## config.mk

```make
export PLATFORM = sky130hd
export DESIGN_NAME = uart_print_ctrl
export DESIGN_NICKNAME = d
export VERILOG_FILES = /design/src/rtl/uart_print_pkg.sv /design/src/rtl/uart_print_rr_arbiter.sv /design/src/rtl/uart_print_ctrl.sv
export SDC_FILE = /design/constraint.sdc
export NUM_CORES = 1
export LEC_CHECK = 0
export BUFFER_PORTS_ARGS = -buffer_cell sky130_fd_sc_hd__buf_4
export CAP_MARGIN = 40
export CORE_ASPECT_RATIO = 1.75
export CORE_MARGIN = 1.5
export CORE_UTILIZATION = 51
export DETAILED_ROUTE_END_ITERATION = 12
export PLACE_DENSITY = 0.87
export SLEW_MARGIN = 25
export SYNTH_ARGS = -nofsm -noshare
export SYNTH_HDL_FRONTEND = slang
export SYNTH_SLANG_ARGS = --single-unit
```

## constraint.sdc

```tcl
create_clock -name I_clk -period 5.65 [get_ports I_clk]
set_clock_uncertainty 0.1 [all_clocks]
set_input_delay 0.565 -clock I_clk [delete_from_list [all_inputs] [get_ports I_clk]]
set_output_delay 0.565 -clock I_clk [all_outputs]
set_load 0.01 [all_outputs]
```

## src/rtl/uart_print_pkg.sv

```systemverilog
// Shared constants for the UART print controller: ASCII codes, state
// encoding, frame layout and the nibble-to-hex helper.
package uart_print_pkg;

  localparam logic [7:0] ASCII_COLON = 8'h3A;
  localparam logic [7:0] ASCII_CR    = 8'h0D;
  localparam logic [7:0] ASCII_LF    = 8'h0A;
  localparam logic [7:0] ASCII_0     = 8'h30;
  localparam logic [7:0] ASCII_A     = 8'h41;

  // Frame layout: [0] tag, [1] ':', [2..9] hex digits, [10..] EOL
  localparam int FRAME_LEN_CRLF = 12;
  localparam int FRAME_LEN_LF   = 11;
  localparam logic [3:0] IDX_TAG       = 4'd0;
  localparam logic [3:0] IDX_COLON     = 4'd1;
  localparam logic [3:0] IDX_HEX_FIRST = 4'd2;
  localparam logic [3:0] IDX_HEX_LAST  = 4'd9;
  localparam logic [3:0] IDX_EOL_FIRST = 4'd10;

  typedef enum logic {
    ST_IDLE = 1'b0,
    ST_SEND = 1'b1
  } state_e;

  // Uppercase ASCII hex digit for one nibble
  function automatic logic [7:0] hex_ascii(input logic [3:0] n);
    if (n < 4'd10) return ASCII_0 + {4'd0, n};
    else           return ASCII_A + {4'd0, n} - 8'd10;
  endfunction

endpackage

```

## src/rtl/uart_print_rr_arbiter.sv

```systemverilog
// Combinational round-robin arbiter: one-hot grant to the first active
// request at or above ptr, wrapping modulo N_REQ.
module rr_arbiter #(
  parameter int N_REQ = 4,
  parameter int PTR_W = 2
) (
  input  logic [N_REQ-1:0] req,
  input  logic [PTR_W-1:0] ptr,
  output logic [N_REQ-1:0] grant
);

  logic [2*N_REQ-1:0] req_dbl;
  logic [N_REQ-1:0]   req_rot;
  logic [N_REQ-1:0]   first_rot;
  logic [2*N_REQ-1:0] grant_dbl;

  // Rotate so ptr lands on bit 0, isolate the lowest set bit, rotate back
  always_comb begin
    req_dbl   = {req, req} >> ptr;
    req_rot   = req_dbl[N_REQ-1:0];
    first_rot = req_rot & (~req_rot + N_REQ'(1));
    grant_dbl = {{N_REQ{1'b0}}, first_rot} << ptr;
    grant     = grant_dbl[N_REQ-1:0] | grant_dbl[2*N_REQ-1:N_REQ];
  end

endmodule

```

## src/rtl/uart_print_ctrl.sv

```systemverilog
// Shares one UART byte transmitter among N_REQ requesters. Each grant
// prints "<tag>:<8 hex digits><EOL>" from a value latched at grant time.
module uart_print_ctrl
  import uart_print_pkg::*;
#(
  parameter int N_REQ    = 4,
  parameter int EOL_CRLF = 1
) (
  input  logic                I_clk,
  input  logic                I_rst_n,
  input  logic [N_REQ-1:0]    I_req,
  input  logic [8*N_REQ-1:0]  I_tag,
  input  logic [32*N_REQ-1:0] I_value,
  output logic [N_REQ-1:0]    O_ack,
  output logic [7:0]          O_tx_data,
  output logic                O_tx_valid,
  input  logic                I_tx_ready,
  output logic                O_busy
);

  localparam int PTR_W = (N_REQ > 1) ? $clog2(N_REQ) : 1;
  localparam int FRAME_LEN = (EOL_CRLF != 0) ? FRAME_LEN_CRLF : FRAME_LEN_LF;
  localparam logic [3:0] LAST_IDX = 4'(FRAME_LEN - 1);

  state_e           state, state_nxt;
  logic [PTR_W-1:0] ptr, ptr_nxt, grant_idx;
  logic [N_REQ-1:0] grant, ack_q;
  logic [7:0]       sel_tag, tag_q, tx_byte;
  logic [31:0]      sel_val, val_q, val_sh;
  logic [3:0]       byte_idx, nib_pos;
  logic             last_accept;

  rr_arbiter #(.N_REQ(N_REQ), .PTR_W(PTR_W)) u_arb (
    .req   (I_req),
    .ptr   (ptr),
    .grant (grant)
  );

  // Decode the one-hot grant into an index and pick that requester's fields
  always_comb begin
    grant_idx = '0;
    sel_tag   = '0;
    sel_val   = '0;
    for (int i = 0; i < N_REQ; i++) begin
      if (grant[i]) begin
        grant_idx = PTR_W'(i);
        sel_tag   = I_tag[8*i +: 8];
        sel_val   = I_value[32*i +: 32];
      end
    end
  end

  assign ptr_nxt     = (grant_idx == PTR_W'(N_REQ-1)) ? '0 : grant_idx + PTR_W'(1);
  assign last_accept = (byte_idx == LAST_IDX) && I_tx_ready;

  // State register
  always_ff @(posedge I_clk or negedge I_rst_n) begin
    if (!I_rst_n) state <= ST_IDLE;
    else          state <= state_nxt;
  end

  // Next state: leave IDLE on any request, return when the last byte goes
  always_comb begin
    state_nxt = state;
    case (state)
      ST_IDLE: if (|I_req)      state_nxt = ST_SEND;
      ST_SEND: if (last_accept) state_nxt = ST_IDLE;
      default:                  state_nxt = ST_IDLE;
    endcase
  end

  // Grant latching, ack pulse, pointer update and byte sequencing
  always_ff @(posedge I_clk or negedge I_rst_n) begin
    if (!I_rst_n) begin
      ptr      <= '0;
      ack_q    <= '0;
      tag_q    <= '0;
      val_q    <= '0;
      byte_idx <= '0;
    end else begin
      ack_q <= '0;
      if (state == ST_IDLE) begin
        byte_idx <= '0;
        if (|I_req) begin
          ack_q <= grant;
          tag_q <= sel_tag;
          val_q <= sel_val;
          ptr   <= ptr_nxt;
        end
      end else if (I_tx_ready) begin
        byte_idx <= (byte_idx == LAST_IDX) ? 4'd0 : byte_idx + 4'd1;
      end
    end
  end

  // Hex digit k of the frame is nibble k of the value, MSB first
  assign nib_pos = byte_idx - IDX_HEX_FIRST;
  assign val_sh  = val_q << {nib_pos[2:0], 2'b00};

  // Frame byte for the current index
  always_comb begin
    tx_byte = 8'h00;
    if (byte_idx == IDX_TAG)            tx_byte = tag_q;
    else if (byte_idx == IDX_COLON)     tx_byte = ASCII_COLON;
    else if (byte_idx <= IDX_HEX_LAST)  tx_byte = hex_ascii(val_sh[31:28]);
    else if (byte_idx == IDX_EOL_FIRST) tx_byte = (EOL_CRLF != 0) ? ASCII_CR : ASCII_LF;
    else                                tx_byte = ASCII_LF;
  end

  // Outputs decoded from state; data forced to zero outside SEND
  always_comb begin
    O_busy     = (state != ST_IDLE);
    O_tx_valid = (state == ST_SEND);
    O_tx_data  = (state == ST_SEND) ? tx_byte : 8'h00;
  end

  assign O_ack = ack_q;

endmodule

```

==> results.md, run 1 <==
* Setup crit end: O_tx_data[6]
* Area of the multi-input gates at 0.002325 mm²
* Gate Count Post-Synth at 456
* Setup Viol. Count Final at 0
* Comb pwr share at 59.5%
* Worst endpoint data arrival time at 3.29 ns
* Syn_area_per_cell at 8.300 µm²
* Detailed placer's ending HPWL at 9.371 mm
* Max cap viols at 0
* Largest net degree at the start of global routing at 52
* CTS resizes at 0
* R2R Path End: val_q[31]
* Register Area at 0.001276 mm²
* Worst setup SP type: register
* Initial DRC Count at 381
* Crit path kind: register to primary output
* Final wirelength at 12.46 mm
* Post-layout minimum cycle time at 3.953 ns
* Worst VDD drop at 0.2438 mV
* Final Core Density at 73.82%
* Hold WC Path Type: input port to asynchronous set/reset pin
* R2R setup slack at 3.17 ns
* Total Power at 2.574 mW
* Vias per cell at 6.149
* CP max FO at 14
* Final Max Slew Viols at 0
* Top cells by area, synth: dfrtp_1 (34%), and3_1 (14%), o21ai_0 (11%)
* Total track usage at 31.79%
* Antenna Cells at 0
* Clock power frac at 13.6%
* Most common cell after layout, fill and taps aside: buf_4
* PD cells at 485.6 mW/mm²
* Worst hold slack at 0.1815 ns
* Fin cells at 692
* Worst path required time at 4.99 ns
* Commonest register cell after synthesis: dfrtp_1
* IO Pins at 181
* Int Power at 1.452 mW
* #FFs+latches synth at 51
* Area leader, netlist: dfrtp_1
* CP Cell Sequence: ha_1 > nor2b_1 > a22oi_1 > nand3_1 > ha_1 > nand4b_1 > a211oi_1 > o21a_1 > buf_4
* P&R area growth vs syn at 40.07%
* Status: finished clean
* Dpl cells at 684
* Worst-skew pair later-pin latency at 0.29 ns
* CTS sink count at 51
* Highest-delay cell along the critical path: dfrtp_1
* Initial antenna violation count at 0
* DRT Pass-1 Iters at 5
* Starting Density at 52.70%
* Hold buffers post-CTS at 0
* Syn Std Cell Area at 0.003785 mm²
* Reg power frac at 26.9%
* Netlist cell types at 48
* Pre-CTS WS at 2.039 ns
* Placer Congestion at 0.8871
* Clk buf depth at 2
* Net Sw Power at 1.123 mW
* First-pass GRT wire length at 19.19 mm
* DR WL/cell at 18.01 µm
* Post-synth EDFFs at 0
* Max Freq at 0.2530 GHz
* IO buf count at 180
* Cell leakage power at 2.715 nW
* Clock slew at reported path FFs at 0.06 ns
* Syn nets at 630
* Placement Cell Area at 0.005127 mm²
* DRC at 0
* Final worst slack at 1.697 ns
* Chip height at 117.0 µm
* Post-synthesis sequential area ratio at 33.72%
* Relative slew slack at 48.05%
* Least-Margin Pin Slew at 0.7763 ns
* Layout cells sized above 1 at 34.82%
* Critical Path Source: byte_idx[1]
* Finished Cell Area at 0.005301 mm²
* Final Hold Vio Count at 0
* FFs w/ async S/R, synth at 100.0%
* CTS buffer count at 5
* Via count at 4255
* Core area at 0.007182 mm²
* Antenna Nets Post-Route at 0
* Sw Ratio at 43.61%
* Die Area at 0.007967 mm²
* RSZ-0062 raised after global routing: false
* Max incr delay on CP at 0.65 ns
* Fillers at 571
* Clock tree from TritonCTS: done
* Die W at 68.12 µm
* Most frequent cells in the layout: buf_4 (186), o21ai_0 (84), and3_1 (82)
* Fin crit share at 69.96%
* Grt total ovfl at 0
* Nets at 779
* Yosys top cell area share at 33.72%
* Critical R2R Launch: ptr[1]
* Synth warn at 0
* Vias in the first global route at 4072
* CP most frequent cell: ha_1
* H-Tree Level Count at 2
* CTS root buffer: clkbuf_16
* Row count at 41
* Critical Path Sink Type: primary output
* FF-to-FF path depth at 6
* # Post-CTS Setup Buffers at 0
* Setup TNS at 0 ns
==> layer usage <==
layer / wire length, µm / share of wire [%] / GRT usage, % / up-vias
met5: 0 / 0 / 0 / -
met4: 336 / 2.7 / 11.47 / 0
met3: 755 / 6.1 / 4.493 / 30
met2: 6815 / 55 / 57.09 / 215
met1: 4553 / 37 / 37.55 / 2002
li1: - / - / - / 2008
==> flip-flops by register name, indices dropped and copies added (netlist names) <==
| name | count |
|---|---|
| ptr | 2 |
| val_q | 32 |
| O_ack | 4 |
| byte_idx | 4 |
| tag_q | 8 |
| O_busy | 1 |
==> cells by family after synthesis <==
family                   count (synthesis)  synth area share, %
AO/OA/AOI/OAI                          160                27.34
flip-flops                              51                33.72
XOR/XNOR                                 1               0.2314
multiplexers                            15                6.446
AND/OR/NAND/NOR                        172                24.26
adder cells (fa/ha/maj)                  7                2.314
buffers and inverters                   50                5.686
==> synth_stat cells (2+ instances only) <==
cell	count
buf_6	3
nor3_1	2
nor2_1	9
a21o_1	2
nand3_1	4
o21ai_0	85
mux2i_1	6
nor3b_1	3
o21ai_1	6
nor2b_1	4
and3_1	82
and2_1	4
o21a_1	3
mux2_2	2
clkbuf_1	38
inv_1	6
ha_1	7
mux4_2	3
nand2b_1	3
mux4_1	3
a2111oi_0	40
dfrtp_1	51
a21oi_1	8
nand2_1	57
a21boi_0	2
==> power by group through the flow <==
stage	Clock [mW]	Combinational (mW)	Sequential, mW
2_1_floorplan	0	1.10	0.600
3_3_place_gp	0	1.44	0.689
3_5_place_dp	0	1.51	0.695
4_1_cts	0.353	1.52	0.690
5_1_grt	0.369	1.69	0.708
6_report	0.350	1.53	0.692
==> how the worst min path moves through the flow <==
| stage | slack (ns) | end | cells after the start | from |
|---|---|---|---|---|
| 2_1_floorplan | 0.17 | O_ack[0] | 0 | I_rst_n |
| 3_3_place_gp | 0.36 | tag_q[7] | 2 | tag_q[7] |
| 3_5_place_dp | 0.37 | val_q[22] | 2 | val_q[22] |
| 4_1_cts | 0.22 | O_ack[2] | 1 | I_rst_n |
| 5_1_grt | 0.24 | val_q[1] | 1 | I_rst_n |
| 6_report | 0.18 | val_q[1] | 1 | I_rst_n |
==> cell type report <==
| class | instances | area share, % |
|---|---|---|
| tap | 86 | 2.030 |
| clock inverter | 2 | 0.6608 |
| sequential | 51 | 24.07 |
| inverter | 6 | 0.4248 |
| multi-input combinational | 355 | 43.85 |
| clock buffer | 6 | 2.620 |
| timing repair buffer | 186 | 26.34 |
==> worst max-delay path, delay by kind of cell (launching register included) <==
kind	cells	cell delay [ns]
AOI/OAI and AO/OA	3	0.94
adders and majority gates	2	0.70
DFF	1	0.65
and+or+nand+nor	3	0.59
buffers and inverters	1	0.12
No activity file was read; power rests on OpenSTA's default activity.
==> run 2: changes to the inputs <==
CORE_UTILIZATION = 47   (was 51)
PLACE_DENSITY = 0.81   (was 0.87)
clock period = 3.7 ns   (was 5.65 ns; I/O delays follow)
==> run 2 against run 1 <==
  * Critical path depth is the same
  * Largest cell class unchanged
  * Routed wire length up 2.7%
  * Combinational power rose by 58%
  * Clock power rose by 28%
  * The flow now finishes with violations (hold timing)
  * Hold slack lost 0.19 ns
  * Total power is 51% higher
  * Setup slack worse by 1.5 ns
  * Cell area is essentially flat
  * First-iteration DRC count fell by 42%
  * Sequential power is 49% higher
  * Die area increased by 8.2%
  * Count of clock-buffer cells in the layout is 1 lower
==> results.md, run 2 (same netlist as run 1, synthesis figures left out) <==
* DRC at 0
* CTS resizes at 0
* Row count at 43
* First-pass GRT wire length at 19.93 mm
* Chip height at 121.7 µm
* Final Core Density at 67.51%
* Die Area at 0.008621 mm²
* Status: finished with violations
* PD cells at 731.8 mW/mm²
* Placement Cell Area at 0.005162 mm²
* Relative slew slack at 50.74%
* Worst setup SP type: register
* Cell leakage power at 2.722 nW
* Total track usage at 29.05%
* Antenna Cells at 0
* Placer Congestion at 0.9386
* Most frequent cells in the layout: buf_4 (189), o21ai_0 (84), and3_1 (82)
* Largest net degree at the start of global routing at 52
* Fin crit share at 94.29%
* Critical Path Sink Type: primary output
* H-Tree Level Count at 2
* Most common cell after layout, fill and taps aside: buf_4
* Worst path required time at 3.23 ns
* # Post-CTS Setup Buffers at 0
* Vias per cell at 6.151
* Worst endpoint data arrival time at 3.02 ns
* Least-Margin Pin Slew at 0.7388 ns
* CP max FO at 8
* Vias in the first global route at 4285
* Clock tree from TritonCTS: done
* Nets at 783
* Starting Density at 48.18%
* Final Hold Vio Count at 4
* Antenna Nets Post-Route at 0
* Max cap viols at 0
* Detailed placer's ending HPWL at 9.662 mm
* RSZ-0062 raised after global routing: false
* Register Area at 0.001276 mm²
* Largest registers: val_q x32, tag_q x8
* Initial antenna violation count at 0
* Hold buffers post-CTS at 0
* Pre-CTS WS at 0.5751 ns
* Grt total ovfl at 0
* Hold WC Path Type: input port to asynchronous set/reset pin
* Layout cells sized above 1 at 35.25%
* Largest register by flop count: val_q
* Crit path kind: register to primary output
* P&R area growth vs syn at 40.10%
* Initial DRC Count at 220
* Core area at 0.007855 mm²
* Worst-skew pair later-pin latency at 0.29 ns
* Worst hold slack at -0.006911 ns
* Die W at 70.84 µm
* Fillers at 691
* Finished Cell Area at 0.005303 mm²
* Max Freq at 0.2866 GHz
* Clock slew at reported path FFs at 0.06 ns
* Max reg flops at 32
* Failing checks: hold timing
* Clk buf depth at 2
* IO Pins at 181
* Setup TNS at 0 ns
* CTS buffer count at 5
* CTS sink count at 51
* Final Max Slew Viols at 0
* Post-layout minimum cycle time at 3.489 ns
* DRT Pass-1 Iters at 6
* Setup Viol. Count Final at 0
* Final worst slack at 0.2112 ns
* Worst VDD drop at 0.4723 mV
* IO buf count at 180
* CTS root buffer: clkbuf_16
* Area of the multi-input gates at 0.002317 mm²
* Via count at 4306
* DR WL/cell at 18.28 µm
* Final wirelength at 12.79 mm
run 2: path summary, 6_finish.rpt:
kind / startpoint / end / slack [ns] / cells after the start
min in group I_clk: I_tag[26] / tag_q[2] / 0.27 / 3
worst max-delay path: byte_idx[2] / O_tx_data[6] / 0.21 / 9
max in group asynchronous: I_rst_n / byte_idx[2] / 3.06 / 1
worst min register to register: tag_q[5] / tag_q[5] / 0.39 / 2
worst max register to register: ptr[1] / val_q[16] / 1.26 / 6
worst min-delay path: I_rst_n / val_q[1] / -0.007 / 1
run 2: report_power, final:
group | switching [mW] | internal, mW
logic | 1.30 | 1.11
registers | 0.229 | 0.799
clock network | 0.200 | 0.247
run 2: through the flow:
stage,instances,total power [mW]
after floorplan,456,2.597
after global placement,691,3.298
after detailed placement,692,3.411
after CTS,700,3.868
after global routing,700,4.160
final,700,3.881
run 2: routing by layer:
metal / track usage, % / vias to the layer above / part of all wire [%]
met2: 51.87 / 223 / 53
met1: 33.72 / 2018 / 36
li1: - / 2021 / -
met4: 14.15 / 0 / 4.3
met5: 0 / - / 0
met3: 3.805 / 44 / 5.7
run 2: cell type report:
class                           instances  area share, %
Multi-Input combinational cell        355          43.70
Timing Repair Buffer                  190          27.04
Sequential cell                        51          24.07
Clock buffer                            5          2.360
Tap cell                               90          2.124
Inverter                                6         0.4247
Clock inverter                          3         0.2832
run 2: worst max-delay path, cell delays in order, from the launching register on:
cell and delay (ns):
dfrtp_1 0.46, ha_1 0.44, nor2b_1 0.19, a22oi_1 0.39
nand3_1 0.20, ha_1 0.27, nand4b_1 0.20, a211oi_1 0.30
o21a_1 0.16, buf_4 0.11
==> run 3: changes to the inputs <==
PLACE_DENSITY = 0.82   (was 0.81)
SYNTH_HIERARCHICAL = 1   (was not set)
==> run 3 against run 2 <==
  * The flow now finishes without violations
  * Die area shrank 3.5%
  * Area after synthesis shrank 3.6%
  * Count of clock-buffer cells in the layout is the same
  * Hold slack gained 0.0080 ns
  * Clock power grew 14%
  * Cell area shrank 2.2%
  * Critical path type unchanged
  * Highest routed layer unchanged
==> results.md, run 3 <==
* Status: finished clean
* Chip height at 119.5 µm
* Post-layout minimum cycle time at 3.425 ns
* Netlist cell types at 44
* DRT Pass-1 Iters at 7
* # Post-CTS Setup Buffers at 0
* Cell family with most CP delay: compound AO/OA/AOI/OAI gates
* Hold WC Path Type: input port to asynchronous set/reset pin
* Top cells by area, synth: dfrtp_1 (35%), a21oi_1 (12%), a221oi_1 (9.6%)
* CP Cell Sequence: ha_1 > nor2b_1 > a22oi_2 > nand2_1 > ha_1 > nand3b_1 > a211oi_1 > o21a_1 > buf_4
* Starting Density at 48.20%
* #FFs+latches synth at 51
* RSZ-0062 raised after global routing: false
* Post-synthesis sequential area ratio at 34.99%
* Largest register by flop count: val_q
* CTS buffer count at 5
* Max incr delay on CP at 0.54 ns
* Area leader, netlist: dfrtp_1
* Worst-skew pair later-pin latency at 0.29 ns
* Max reg flops at 32
* DR WL/cell at 16.20 µm
* Layout cells sized above 1 at 35.64%
* Initial antenna violation count at 0
* CP max FO at 13
* Worst path bufs/invs at 1
* Highest-delay cell along the critical path: dfrtp_1
* IO Pins at 181
* Most common cell after layout, fill and taps aside: buf_4
* Final Hold Vio Count at 0
* Most frequent cells in the layout: buf_4 (183), a21oi_1 (89), nor2_1 (87)
* FFs w/ async S/R, synth at 100.0%
* Via count at 4047
* CTS root buffer: clkbuf_16
* Setup Viol. Count Final at 0
* Final wirelength at 11.25 mm
* Setup TNS at 0 ns
* IO buf count at 180
* Crit path kind: register to primary output
* Cell leakage power at 2.351 nW
* P&R area growth vs syn at 42.16%
* Die Area at 0.008318 mm²
* Max Freq at 0.2919 GHz
* Die W at 69.59 µm
* Clock slew at reported path FFs at 0.06 ns
* H-Tree Level Count at 2
* Grt total ovfl at 0
* Commonest register cell after synthesis: dfrtp_1
* Max cap viols at 0
* Syn_area_per_cell at 7.998 µm²
* Relative slew slack at 51.53%
* CP most frequent cell: ha_1
* Clock tree from TritonCTS: done
* Largest net degree at the start of global routing at 62
* Antenna Nets Post-Route at 0
* CTS resizes at 0
* Hold buffers post-CTS at 0
* First-pass GRT wire length at 18.15 mm
* Post-synth EDFFs at 0
* Top-count cell post-synth: a21oi_1
* Syn nets at 630
* Vias per cell at 5.831
* Fillers at 658
* Worst path required time at 3.23 ns
* Vias in the first global route at 3989
* Post-synth top cells: a21oi_1 (89), nor2_1 (88), dfrtp_1 (51)
* Initial DRC Count at 259
* Synth warn at 6
* Placer Congestion at 0.9185
* Core area at 0.007567 mm²
* Least-Margin Pin Slew at 0.7260 ns
* Worst VDD drop at 0.4350 mV
* Clk buf depth at 2
* Syn Std Cell Area at 0.003647 mm²
* Critical Path Sink Type: primary output
* Worst setup SP type: register
* Fin crit share at 92.58%
* Detailed placer's ending HPWL at 8.587 mm
* Worst endpoint data arrival time at 2.96 ns
* Gate Count Post-Synth at 456
* Total Power at 4.166 mW
* PD cells at 803.5 mW/mm²
* Nets at 780
* Yosys top cell area share at 34.99%
* Total track usage at 26.90%
* Final Max Slew Viols at 0
* Antenna Cells at 0
* CTS sink count at 51
* Largest registers: val_q x32, tag_q x8
* Row count at 42
* DRC at 0
run 3: report_power, final:
group	leakage [nW]	total, mW	internal, mW	switching [mW]
registers	0.594	1.08	0.822	0.260
logic	1.68	2.57	1.25	1.32
clock network	0.0759	0.511	0.315	0.196
run 3: kinds of logic (layout without fill, tap and decap cells):
group / Yosys count / after routing / share of synthesized area, %
muxes: 16 / 16 / 7.238
DFF: 51 / 51 / 34.99
and+or+nand+nor: 172 / 172 / 21.48
buffers and inverters: 50 / 200 / 5.626
adders and majority gates: 7 / 7 / 2.401
AOI/OAI and AO/OA: 160 / 160 / 28.27
run 3: path summary, 6_finish.rpt:
kind,start,end,slack [ns],cells after the start
worst max-delay path,byte_idx[1],O_tx_data[6],0.27,9
worst min-delay path,I_rst_n,O_ack[0],0.001,1
worst max register to register,ptr[0],val_q[31],1.20,8
worst min register to register,val_q[29],val_q[29],0.43,2
max in group asynchronous,I_rst_n,byte_idx[0],3.08,1
min in group I_clk,I_value[101],val_q[5],0.28,3
run 3: routing by layer:
metal,vias to the layer above,routed length [µm],GRT usage [%]
met4,0,281,10.78
met3,20,492,2.267
li1,1985,-,-
met1,1898,4248,32.16
met5,-,0,0
met2,144,6222,49.16
run 3: area by class of cell:
type                    count  area (µm²)  share of cell area [%]
well taps                  88       110.1                   2.124
repair buffers            186        1426                   27.51
clock buffers               5       125.1                   2.413
clock inverters             2       37.54                  0.7239
multi-input cells         355        2183                   42.11
inverters                   7       26.28                  0.5068
flip-flops and latches     51        1276                   24.61
run 3: per-stage QoR:
step,hold WS [ns],setup WS (ns),cells,instance area [µm²],util (%)
floorplan,-0.02559,1.047,456,3647,-
global placement,0.3229,0.6417,685,4990,65.94
detailed placement,0.3304,0.5763,685,4990,65.94
CTS,0.02124,0.2607,692,5152,68.09
global route,0.06920,0.02572,694,5185,68.52
finish,0.001062,0.2745,694,5185,68.52
run 3: worst register-to-register path, cell delays in order, from the launching register on:
cell and delay (ns):
dfrtp_1 0.45, nor2b_2 0.17, nor3_1 0.06, o31a_2 0.46
inv_2 0.58, nor2_1 0.13, nor3_1 0.23, a21oi_1 0.09
a21oi_1 0.16
